<file path="config.mk">
export PLATFORM = sky130hd
export DESIGN_NAME = intersection_controller
export DESIGN_NICKNAME = d
export VERILOG_FILES = /design/src/rtl/intersection_pkg.sv /design/src/rtl/intersection_controller_phase_timer.sv /design/src/rtl/intersection_controller.sv
export SDC_FILE = /design/constraint.sdc
export NUM_CORES = 1
export LEC_CHECK = 0
export ABC_AREA = 1
export CORE_MARGIN = 2
export CORE_UTILIZATION = 50
export DETAILED_ROUTE_END_ITERATION = 8
export GPL_ROUTABILITY_DRIVEN = 0
export PLACE_DENSITY = 0.8
export SYNTH_ARGS = -nofsm -noshare
export SYNTH_HDL_FRONTEND = slang
export SYNTH_SLANG_ARGS = --single-unit
</file>
<file path="constraint.sdc">
create_clock -name CLOCK_50 -period 2.2 [get_ports CLOCK_50]
set_input_delay 0.44 -clock CLOCK_50 [delete_from_list [all_inputs] [get_ports CLOCK_50]]
set_output_delay 0.44 -clock CLOCK_50 [all_outputs]
set_load 0.05 [all_outputs]
</file>
<file path="src/rtl/intersection_pkg.sv">
// Shared types and light encodings for the two-road intersection controller.
package intersection_pkg;

    typedef enum logic [2:0] {
        NS_GREEN,
        NS_YELLOW,
        ALL_RED_A,
        EW_GREEN,
        EW_YELLOW,
        ALL_RED_B
    } state_t;

    typedef logic [3:0] dur_t;

    localparam logic [2:0] LIGHT_RED    = 3'b100;
    localparam logic [2:0] LIGHT_YELLOW = 3'b010;
    localparam logic [2:0] LIGHT_GREEN  = 3'b001;

    function automatic state_t next_state_of(input state_t s);
        case (s)
            NS_GREEN:  return NS_YELLOW;
            NS_YELLOW: return ALL_RED_A;
            ALL_RED_A: return EW_GREEN;
            EW_GREEN:  return EW_YELLOW;
            EW_YELLOW: return ALL_RED_B;
            default:   return NS_GREEN;
        endcase
    endfunction

    function automatic logic [2:0] ns_light_of(input state_t s);
        case (s)
            NS_GREEN:  return LIGHT_GREEN;
            NS_YELLOW: return LIGHT_YELLOW;
            default:   return LIGHT_RED;
        endcase
    endfunction

    function automatic logic [2:0] ew_light_of(input state_t s);
        case (s)
            EW_GREEN:  return LIGHT_GREEN;
            EW_YELLOW: return LIGHT_YELLOW;
            default:   return LIGHT_RED;
        endcase
    endfunction

    function automatic logic is_green(input state_t s);
        return (s == NS_GREEN) || (s == EW_GREEN);
    endfunction

    function automatic logic is_yellow(input state_t s);
        return (s == NS_YELLOW) || (s == EW_YELLOW);
    endfunction

    function automatic logic is_all_red(input state_t s);
        return (s == ALL_RED_A) || (s == ALL_RED_B);
    endfunction

endpackage

</file>
<file path="src/rtl/intersection_controller_phase_timer.sv">
// Down-counter holding the seconds left in the current phase; expire flags the last tick.
module phase_timer
    import intersection_pkg::*;
#(
    parameter dur_t RESET_VALUE = 4'd8
) (
    input  logic clk,
    input  logic resetn,
    input  logic load,
    input  dur_t load_value,
    input  logic tick,
    output dur_t count,
    output logic expire
);

    assign expire = tick && (count == 4'd1);

    // NOTE: reset is synchronous, so it lives inside the clocked branch and wins over load/tick.
    always_ff @(posedge clk) begin
        if (!resetn) begin
            count <= RESET_VALUE;
        end else if (load) begin
            count <= load_value;
        end else if (tick) begin
            count <= count - 4'd1;
        end
    end

endmodule

</file>
<file path="src/rtl/intersection_controller.sv">
// Two-road traffic-light sequencer driven by a 1 Hz tick strobe.
// Define PED_REQ_EN to include pedestrian request handling (shortened green, walk phase).
module intersection_controller
    import intersection_pkg::*;
#(
    parameter dur_t GREEN_S     = 4'd8,
    parameter dur_t YELLOW_S    = 4'd3,
    parameter dur_t ALLRED_S    = 4'd1,
    parameter dur_t PED_SHORT_S = 4'd2,
    parameter dur_t PED_WALK_S  = 4'd5
) (
    input  logic       CLOCK_50,
    input  logic       resetn,
    input  logic       tick,
    input  logic       ped_req,
    output logic [2:0] ns_light,
    output logic [2:0] ew_light,
    output logic       ped_walk,
    output logic [3:0] sec_left,
    output logic       phase_done
);

    state_t state;
    state_t next_state;
    logic   expire;
    logic   load;
    dur_t   load_value;
    logic   ped_active;
    logic   serve_now;

`ifdef PED_REQ_EN
    logic ped_pending;
    logic serve;     // captured on yellow entry: the following all-red is a walk phase
    assign ped_active = ped_pending;
    assign serve_now  = serve;
`else
    logic unused_ped_req;
    assign unused_ped_req = ped_req;
    assign ped_active     = 1'b0;
    assign serve_now      = 1'b0;
    assign ped_walk       = 1'b0;
`endif

    phase_timer #(.RESET_VALUE(GREEN_S)) u_timer (
        .clk        (CLOCK_50),
        .resetn     (resetn),
        .load       (load),
        .load_value (load_value),
        .tick       (tick),
        .count      (sec_left),
        .expire     (expire)
    );

    // NOTE: every output of this block gets a default first so no latch is inferred.
    always_comb begin
        next_state = next_state_of(state);
        load       = 1'b0;
        load_value = sec_left;
        if (expire) begin
            load = 1'b1;
            case (next_state)
                NS_GREEN, EW_GREEN:   load_value = GREEN_S;
                NS_YELLOW, EW_YELLOW: load_value = YELLOW_S;
                default:              load_value = serve_now ? PED_WALK_S : ALLRED_S;
            endcase
        end else if (tick && is_green(state) && ped_active && (sec_left > PED_SHORT_S)) begin
            load       = 1'b1;
            load_value = PED_SHORT_S;
        end
    end

    // NOTE: sequential state uses non-blocking assignments so all registers update together.
    always_ff @(posedge CLOCK_50) begin
        if (!resetn) begin
            state      <= NS_GREEN;
            ns_light   <= LIGHT_GREEN;
            ew_light   <= LIGHT_RED;
            phase_done <= 1'b0;
`ifdef PED_REQ_EN
            ped_pending <= 1'b0;
            serve       <= 1'b0;
            ped_walk    <= 1'b0;
`endif
        end else begin
            phase_done <= expire;
            if (expire) begin
                state    <= next_state;
                ns_light <= ns_light_of(next_state);
                ew_light <= ew_light_of(next_state);
            end
`ifdef PED_REQ_EN
            if (expire && is_yellow(next_state)) begin
                serve <= ped_pending;
            end
            if (expire) begin
                ped_walk <= is_all_red(next_state) && serve;
            end
            // A new request wins over the clear so it is kept for the next cycle.
            if (ped_req) begin
                ped_pending <= 1'b1;
            end else if (expire && is_all_red(next_state) && serve) begin
                ped_pending <= 1'b0;
            end
`endif
        end
    end

endmodule

</file>
==> run metrics <==
Tmin final=1.95 ns; total gr overflow=0; CTS Buf Count=3; Vias/cell=5.11; DIE AREA=about 0.0017 mm²; H-tree depth=1; largest cells by area after synthesis=dfxtp_1, nand2_1, nor2_1, nand3_1, inv_1; Root Driver=clkbuf_4; status=complete, no violations; post-CTS setup buffers=0; crit start category=flop; GR Util All Layers=20.3%; worst clock skew=0.00185 ns; placed cell count=128; sequential share of the synthesized area=41.1%; Die W=40.9 µm; area delta synth->final=22.4%; syn_area_per_cell=6.69 µm²; 1st-iter DRT viols=27; layout cell share with drive strength beyond 1=7.76%; CTS Buffer Depth=2; RSZ-0062 raised after global routing=false; Total Nets Final=124; Post-synth ARST share=0%; worst ir drop on vdd=0.369 mV; Final Hold Viols=0; pins over their slew limit=0; CP top delay family=buffers and inverters; count leader, synth=nand2_1; PostCTS Resize Cnt=0; Synth Cell Area=~700 µm²; Clock Latency Late Sink=0.28 ns; Via Count=669; WP data arrival=1.51 ns; top cells by count, synth=nand2_1, dfxtp_1, nor2_1; initial core utilization=53.1%; WL/cell=roughly 11 µm; crit path cell chain=clkdlybuf4s50_1; initial antenna violation count=0; # hold bufs at CTS=0; final setup fails=0; Antenna diodes=0; Yosys top cell area share=roughly two fifths; Top Ports=16; Post-Route WL=1390 µm; Power Dens Cells=626 mW/mm²; Hold/Removal Path Class=flop to flop; max frequency=513 MHz; core outline area=0.00128 mm²; Remaining DRCs=0; Leak=0.378 nW; row cnt=13; max-cap violations=0; Buf/Inv on CP=1; FF+latch count, synth=14; synth unique cells=16; Post-Synthesis Net Count=approximately 110; fin crit share=88.5%; Chip Height=~40 µm; largest net degree at the start of global routing=12; vias in the first global route=527; CP max FO=5; Worst EP required=1.76 ns; area leader, netlist=dfxtp_1; first-pass GRT wire length=~2200 µm; Reg clk slew, reported paths=0.08 ns; number of synthesized flops with an enable pin=0; Ys Warns=0; cell count after synthesis=about 100; drt first pass iters=4; non-filler cells, final=131; dpl hpwl=1010 µm; CTS tree=built; setup TNS=0 ns; Crit path largest cell delay=a little over 0.8 ns; prevailing post-synth register cell=dfxtp_1; WS Path Type=flop to output port; port bufs=13; slowest stage cell on the critical path=clkdlybuf4s50_1; CP Capture Type=output port; CTS Sinks=14; remaining antenna violation count=0
cells in the final DEF (no fill, tap or decap):
cell,netlist,layout
a21oi_1,8,8
clkbuf_4,0,3
clkdlybuf4s50_1,0,13
conb_1,1,1
dfxtp_1,14,14
ha_1,2,2
inv_1,11,11
inv_2,2,2
nand2_1,31,31
nand2_2,2,2
nand2_4,1,1
nand3_1,9,9
nor2_1,13,13
nor2_2,1,1
o21ai_0,4,4
o21ai_1,1,1
flip-flops by register name (all words and copies together) (netlist names):
| register | count |
|---|---|
| state | 3 |
| u_timer.count | 4 |
| ew_light | 3 |
| phase_done | 1 |
| ns_light | 3 |
report_power, final:
part	switching (mW)	internal, mW	total (mW)
Sequential	0.00856	0.262	0.271
Combinational	0.0719	0.0348	0.107
Clock	0.0811	0.0635	0.145
Total	0.162	0.361	0.522
stage by stage:
step / util, % / power [mW] / setup WS [ns] / hold WS, ns / area [µm²]
after CTS: 64.9 / 0.523 / 0.245 / 0.449 / 835
after global placement: 63.2 / 0.380 / 0.435 / 0.430 / 812
after floorplan: - / 0.353 / 0.643 / 0.485 / 682
final: 64.9 / 0.522 / 0.253 / 0.445 / 835
after detailed placement: 63.2 / 0.383 / 0.389 / 0.433 / 812
after global routing: 64.9 / 0.546 / 0.198 / 0.490 / 835
path summary, 6_finish.rpt:
kind / start / endpoint / slack (ns) / depth (start not counted)
max: u_timer.count[3] / sec_left[3] / 0.25 / 1
min: ew_light[1] / ew_light[1] / 0.44 / 2
max reg2reg: u_timer.count[1] / ew_light[2] / 0.89 / 8
min reg2reg: ew_light[1] / ew_light[1] / 0.44 / 2
metal layers:
metal / track usage [%] / part of all wire, % / vias up / wire length (µm)
met5: 0 / 0 / - / 0
met4: 20.0 / 6.7 / 0 / 93
met3: 4.89 / 6.9 / 13 / 96
met2: 25.4 / 43 / 28 / 589
met1: 27.2 / 44 / 285 / 606
li1: - / - / 343 / -
tightest hold or removal path, delay by kind of cell, from the launching register on:
| family | cells | cell delay, ns |
|---|---|---|
| DFF | 1 | 0.31 |
| and+or+nand+nor | 2 | 0.10 |
layout make-up:
class,instances,area (µm²)
sequential,14,280
clock buffer,3,22.5
inverter,13,48.8
tap,15,18.8
multi-input combinational,73,334
fill,126,450
timing repair buffer,13,130
cells by family (layout without fill, tap and decap cells):
family	after synthesis	count (layout)	share of synthesized area (%)
flops	14	14	41.1
buf+inv	15	29	9.91
simple gates	57	57	35.2
compound gates	13	13	9.54
other cells	1	1	0.550
fa+ha+maj	2	2	3.67
(Power assumes the default switching activity.)
==> RTL edit 1 (same flow settings) <==
The option `PED_REQ_EN` is turned on by a define.
--- a/src/rtl/intersection_controller.sv
+++ b/src/rtl/intersection_controller.sv
@@ -1,5 +1,7 @@
 // Two-road traffic-light sequencer driven by a 1 Hz tick strobe.
 // Define PED_REQ_EN to include pedestrian request handling (shortened green, walk phase).
+`define PED_REQ_EN
+
 module intersection_controller
     import intersection_pkg::*;
 #(
Formal check against the unedited RTL: not equivalent (Yosys sat finds a counterexample within 4 cycles, from zero or initial values and one cycle with resetn low).
==> RTL edit 1 against the original RTL <==
Setup slack worse by 0.062 ns; via count increased by 18%; power rose by 26%; clock power grew 14%; non-clock buffer count is 3 higher; routed wire length up 23%; global-route usage down 2.2 points; synthesized area is 28% higher; largest cell class unchanged; sequential cell count is 3 higher; clock skew is 0.0011 ns lower; synthesized cell count rose by 14%; largest power group unchanged; final area rose by 26%; register-to-register slack got worse by 0.26 ns.
==> RTL edit 1: results (changes against the original RTL) <==
status=finished, final reports clean; Seq/Total Area, Yosys=39.0% (-2.1 points); detailed placement HPWL=1.30 mm (+28%); crit-path max FO=5 (unchanged); GRT met2 Usage=29.3% (+3.9 points); gr usage total=18.1% (-2.2 points); dpl ws=0.268 ns (-0.121 ns); met3 Usage GRT=2.38% (-2.5 points); GR Layer Usage met1=24.5% (-2.6 points); net count reported at finish=141 (+14%); Post-Syn Nets=123 (+14%); largest net degree at the start of global routing=14 (+2); met3 wire length=40 um (-58%); critical path data arrival time=1.57 ns (+0.06 ns); DRT iter0 DRCs=12 (-56%); Worst path top cell family by delay=buffers and inverters; CP max-delay cell=clkdlybuf4s50_1; top cells by area, synth=dfxtp_1 39%, nand2_1 9.9%, inv_1 7.3%; via count=792 (+18%); top cells by instance count after synthesis=23 x nand2_1, 17 x dfxtp_1, 17 x inv_1; Synth cell types=22 (+6); Pleak=0.489 nW (+29%); share of post-route cells with drive strength above 1=12.8% (+5.0 points); most flop-heavy register=u_timer.count; Met1 Routed Length=836 um (+38%); worst vdd ir=484 uV (+31%); metal2 WL=814 um (+38%); Pre-antenna DRT Iters=5 (+1); Critical Path Max Stage Delay=0.84 ns; final-report max-slew violation count=0 (unchanged); vias in the first global route=691 (+31%); filler cell count=154 (+22%); clock skew=0.000794 ns (-0.00106 ns); Placed Area=0.00102 mm2 (+26%); Synth async-reset ratio=0% (unchanged); port bufs=15 (+2); WL/cell=11.4 um (+7.6%); Worst-path clk slew=0.10 ns (+0.02 ns); first-pass GRT wire length=2.79 mm (+29%)
-- RTL edit 1: kinds of logic (layout without fill, tap and decap cells) --
| family | after synthesis | in the layout | synth area share (%) |
|---|---|---|---|
| xor gates and xnor gates | 1 | 1 | 1.00 |
| AOI/OAI and AO/OA | 26 | 26 | 17.2 |
| buffers and inverters | 22 | 39 | 11.5 |
| DFF | 17 | 17 | 39.0 |
| adders and majority gates | 3 | 3 | 4.30 |
| and+or+nand+nor | 47 | 47 | 27.0 |
-- RTL edit 1: through the flow --
step / power [mW] / instances / hold slack [ns]
final: 0.660 / 150 / 0.483
after floorplan: 0.459 / 116 / 0.437
after detailed placement: 0.502 / 146 / 0.465
after CTS: 0.665 / 150 / 0.487
after global routing: 0.694 / 150 / 0.514
after global placement: 0.499 / 146 / 0.464
-- RTL edit 1: power breakdown --
group / leakage (nW) / switching [mW] / total, mW / internal [mW]
sequential: 0.139 / 0.0142 / 0.336 / 0.322
combinational: 0.333 / 0.102 / 0.159 / 0.0572
clock: 0.0177 / 0.0974 / 0.165 / 0.0676
-- RTL edit 1: final timing paths --
check	from	end	slack [ns]	cells after the start
worst max-delay path	u_timer.count[2]	sec_left[2]	0.19	1
worst min-delay path	ped_walk	ped_walk	0.48	2
worst max register to register	u_timer.count[1]	u_timer.count[1]	0.63	8
worst min register to register	ped_walk	ped_walk	0.48	2
-- RTL edit 1: cell type report --
class	instances	area (um2)	share of cell area, %
clock inverters	1	5.00	0.476
clock buffers	3	22.5	2.14
flip-flops and latches	17	340	32.4
repair buffers	16	158	15.0
inverters	19	72.6	6.90
multi-input cells	77	432	41.1
well taps	17	21.3	2.02
==> RTL edit 2 (same settings) <==
Made on the original files. Put a register stage on the output `sec_left`, cleared by the reset. The value now appears one clock later. The other outputs are not delayed to match.
--- a/src/rtl/intersection_controller.sv
+++ b/src/rtl/intersection_controller.sv
@@ -19,6 +19,8 @@
     output logic [3:0] sec_left,
     output logic       phase_done
 );
+
+    logic [3:0] sec_left_d;
 
     state_t state;
     state_t next_state;
@@ -47,7 +49,7 @@
         .load       (load),
         .load_value (load_value),
         .tick       (tick),
-        .count      (sec_left),
+        .count      (sec_left_d),
         .expire     (expire)
     );
 
@@ -55,7 +57,7 @@
     always_comb begin
         next_state = next_state_of(state);
         load       = 1'b0;
-        load_value = sec_left;
+        load_value = sec_left_d;
         if (expire) begin
             load = 1'b1;
             case (next_state)
@@ -63,7 +65,7 @@
                 NS_YELLOW, EW_YELLOW: load_value = YELLOW_S;
                 default:              load_value = serve_now ? PED_WALK_S : ALLRED_S;
             endcase
-        end else if (tick && is_green(state) && ped_active && (sec_left > PED_SHORT_S)) begin
+        end else if (tick && is_green(state) && ped_active && (sec_left_d > PED_SHORT_S)) begin
             load       = 1'b1;
             load_value = PED_SHORT_S;
         end
@@ -105,5 +107,13 @@
         end
     end
 
+    always_ff @(posedge CLOCK_50) begin
+        if (!resetn) begin
+            sec_left <= '0;
+        end else begin
+            sec_left <= sec_left_d;
+        end
+    end
+
 endmodule
 
Behaviour: not the same (a bounded check fails within 4 cycles, from zero or initial values and one cycle with resetn low).
==> RTL edit 2 against the original RTL <==
Setup slack gained 0.058 ns; power grew 25%; non-clock buffer count grew 1; synthesized area grew 18%; sequential cell count grew 4; final cell count grew 7.6%; final area grew 17%; combinational power shrank 5%; routed wire length grew 10%; critical path type unchanged; largest power group unchanged.
==> RTL edit 2: results (changes against the original RTL) <==
GRT met2 Usage=30.3% (+4.9 points); Worst-path clk slew=0.11 ns (+0.03 ns); startpoint of the worst hold path=u_timer.count[0]; detailed placement HPWL=1.08 mm (+6.5%); vias in the first global route=687 (+30%); net count reported at finish=132 (+6.5%); share of post-route cells with drive strength above 1=11.2% (+3.4 points); CP endpoint=ew_light[1]; flop2flop setup slack=0.82 ns (-0.07 ns); top cells by instance count after synthesis=28 x nand2_1, 18 x dfxtp_1, 17 x inv_1; hold worst-path end=sec_left[0]; Pleak=0.470 nW (+24%); clock skew=0.0113 ns (+0.00944 ns); Seq/Total Area, Yosys=44.8% (+3.7 points); DRT iter0 DRCs=19 (-30%); crit-path max FO=2 (-3); first-pass GRT wire length=2.73 mm (+27%); top cells by area, synth=dfxtp_1 45%, nand2_1 13%, inv_1 7.9%; via count=725 (+8.4%); post-synthesis compound-gate area fraction=10.7% (+1.2 points); Worst path top cell family by delay=buffers and inverters; combinational power=0.102 mW (-5%); met3 wire length=93 um (-3.1%); worst skew pair latency=0.30 ns (+0.02 ns); Post-CTS Resized=0 (unchanged); clock group power=0.204 mW (+41%); critical path data arrival time=1.45 ns (-0.06 ns); metal2 WL=693 um (+18%); status=finished, final reports clean; Met1 Routed Length=708 um (+17%); final WL=1.53 mm (+10%); Critical Path Max Stage Delay=0.80 ns (-0.03 ns); gr usage total=18.9% (-1.4 points); Synth cell types=20 (+4); Adder-Cell Fraction of Synth Area=3.11% (-0.56 points); Max Root-Sink Buffers=2 (unchanged); Post-Syn Nets=116 (+7.4%); hold_ws=0.461 ns (+0.0156 ns); critical path startpoint=ew_light[1]; worst vdd ir=399 uV (+8.1%); GR Layer Usage met1=23.7% (-3.4 points); met3 Usage GRT=4.08% (-0.81 points)
-- RTL edit 2: changes by cell type after synthesis, sizes merged --
cell / delta
inv: +5
buf: +1
o211ai: +1
nand3: -2
nand2: -2
o21ai: -1
a21oi: +3
nor3: +1
nor2: -2
dfxtp: +4
-- RTL edit 2: per-stage QoR --
| step | std cells | power (mW) | cell area [um2] | worst slack (ns) |
|---|---|---|---|---|
| after floorplan | 110 | 0.431 | 805 | 0.987 |
| after global placement | 137 | 0.454 | 938 | 0.360 |
| after detailed placement | 137 | 0.457 | 938 | 0.331 |
| after CTS | 141 | 0.659 | 975 | 0.303 |
| after global routing | 141 | 0.684 | 975 | 0.250 |
| final | 141 | 0.654 | 975 | 0.311 |
-- RTL edit 2: area by class of cell --
cell class              count  area [um2]
fillers                   147         532
flip-flops and latches     18         360
multi-input cells          71         353
repair buffers             14         138
inverters                  18        67.6
clock buffers               4        36.3
well taps                  16        20.0
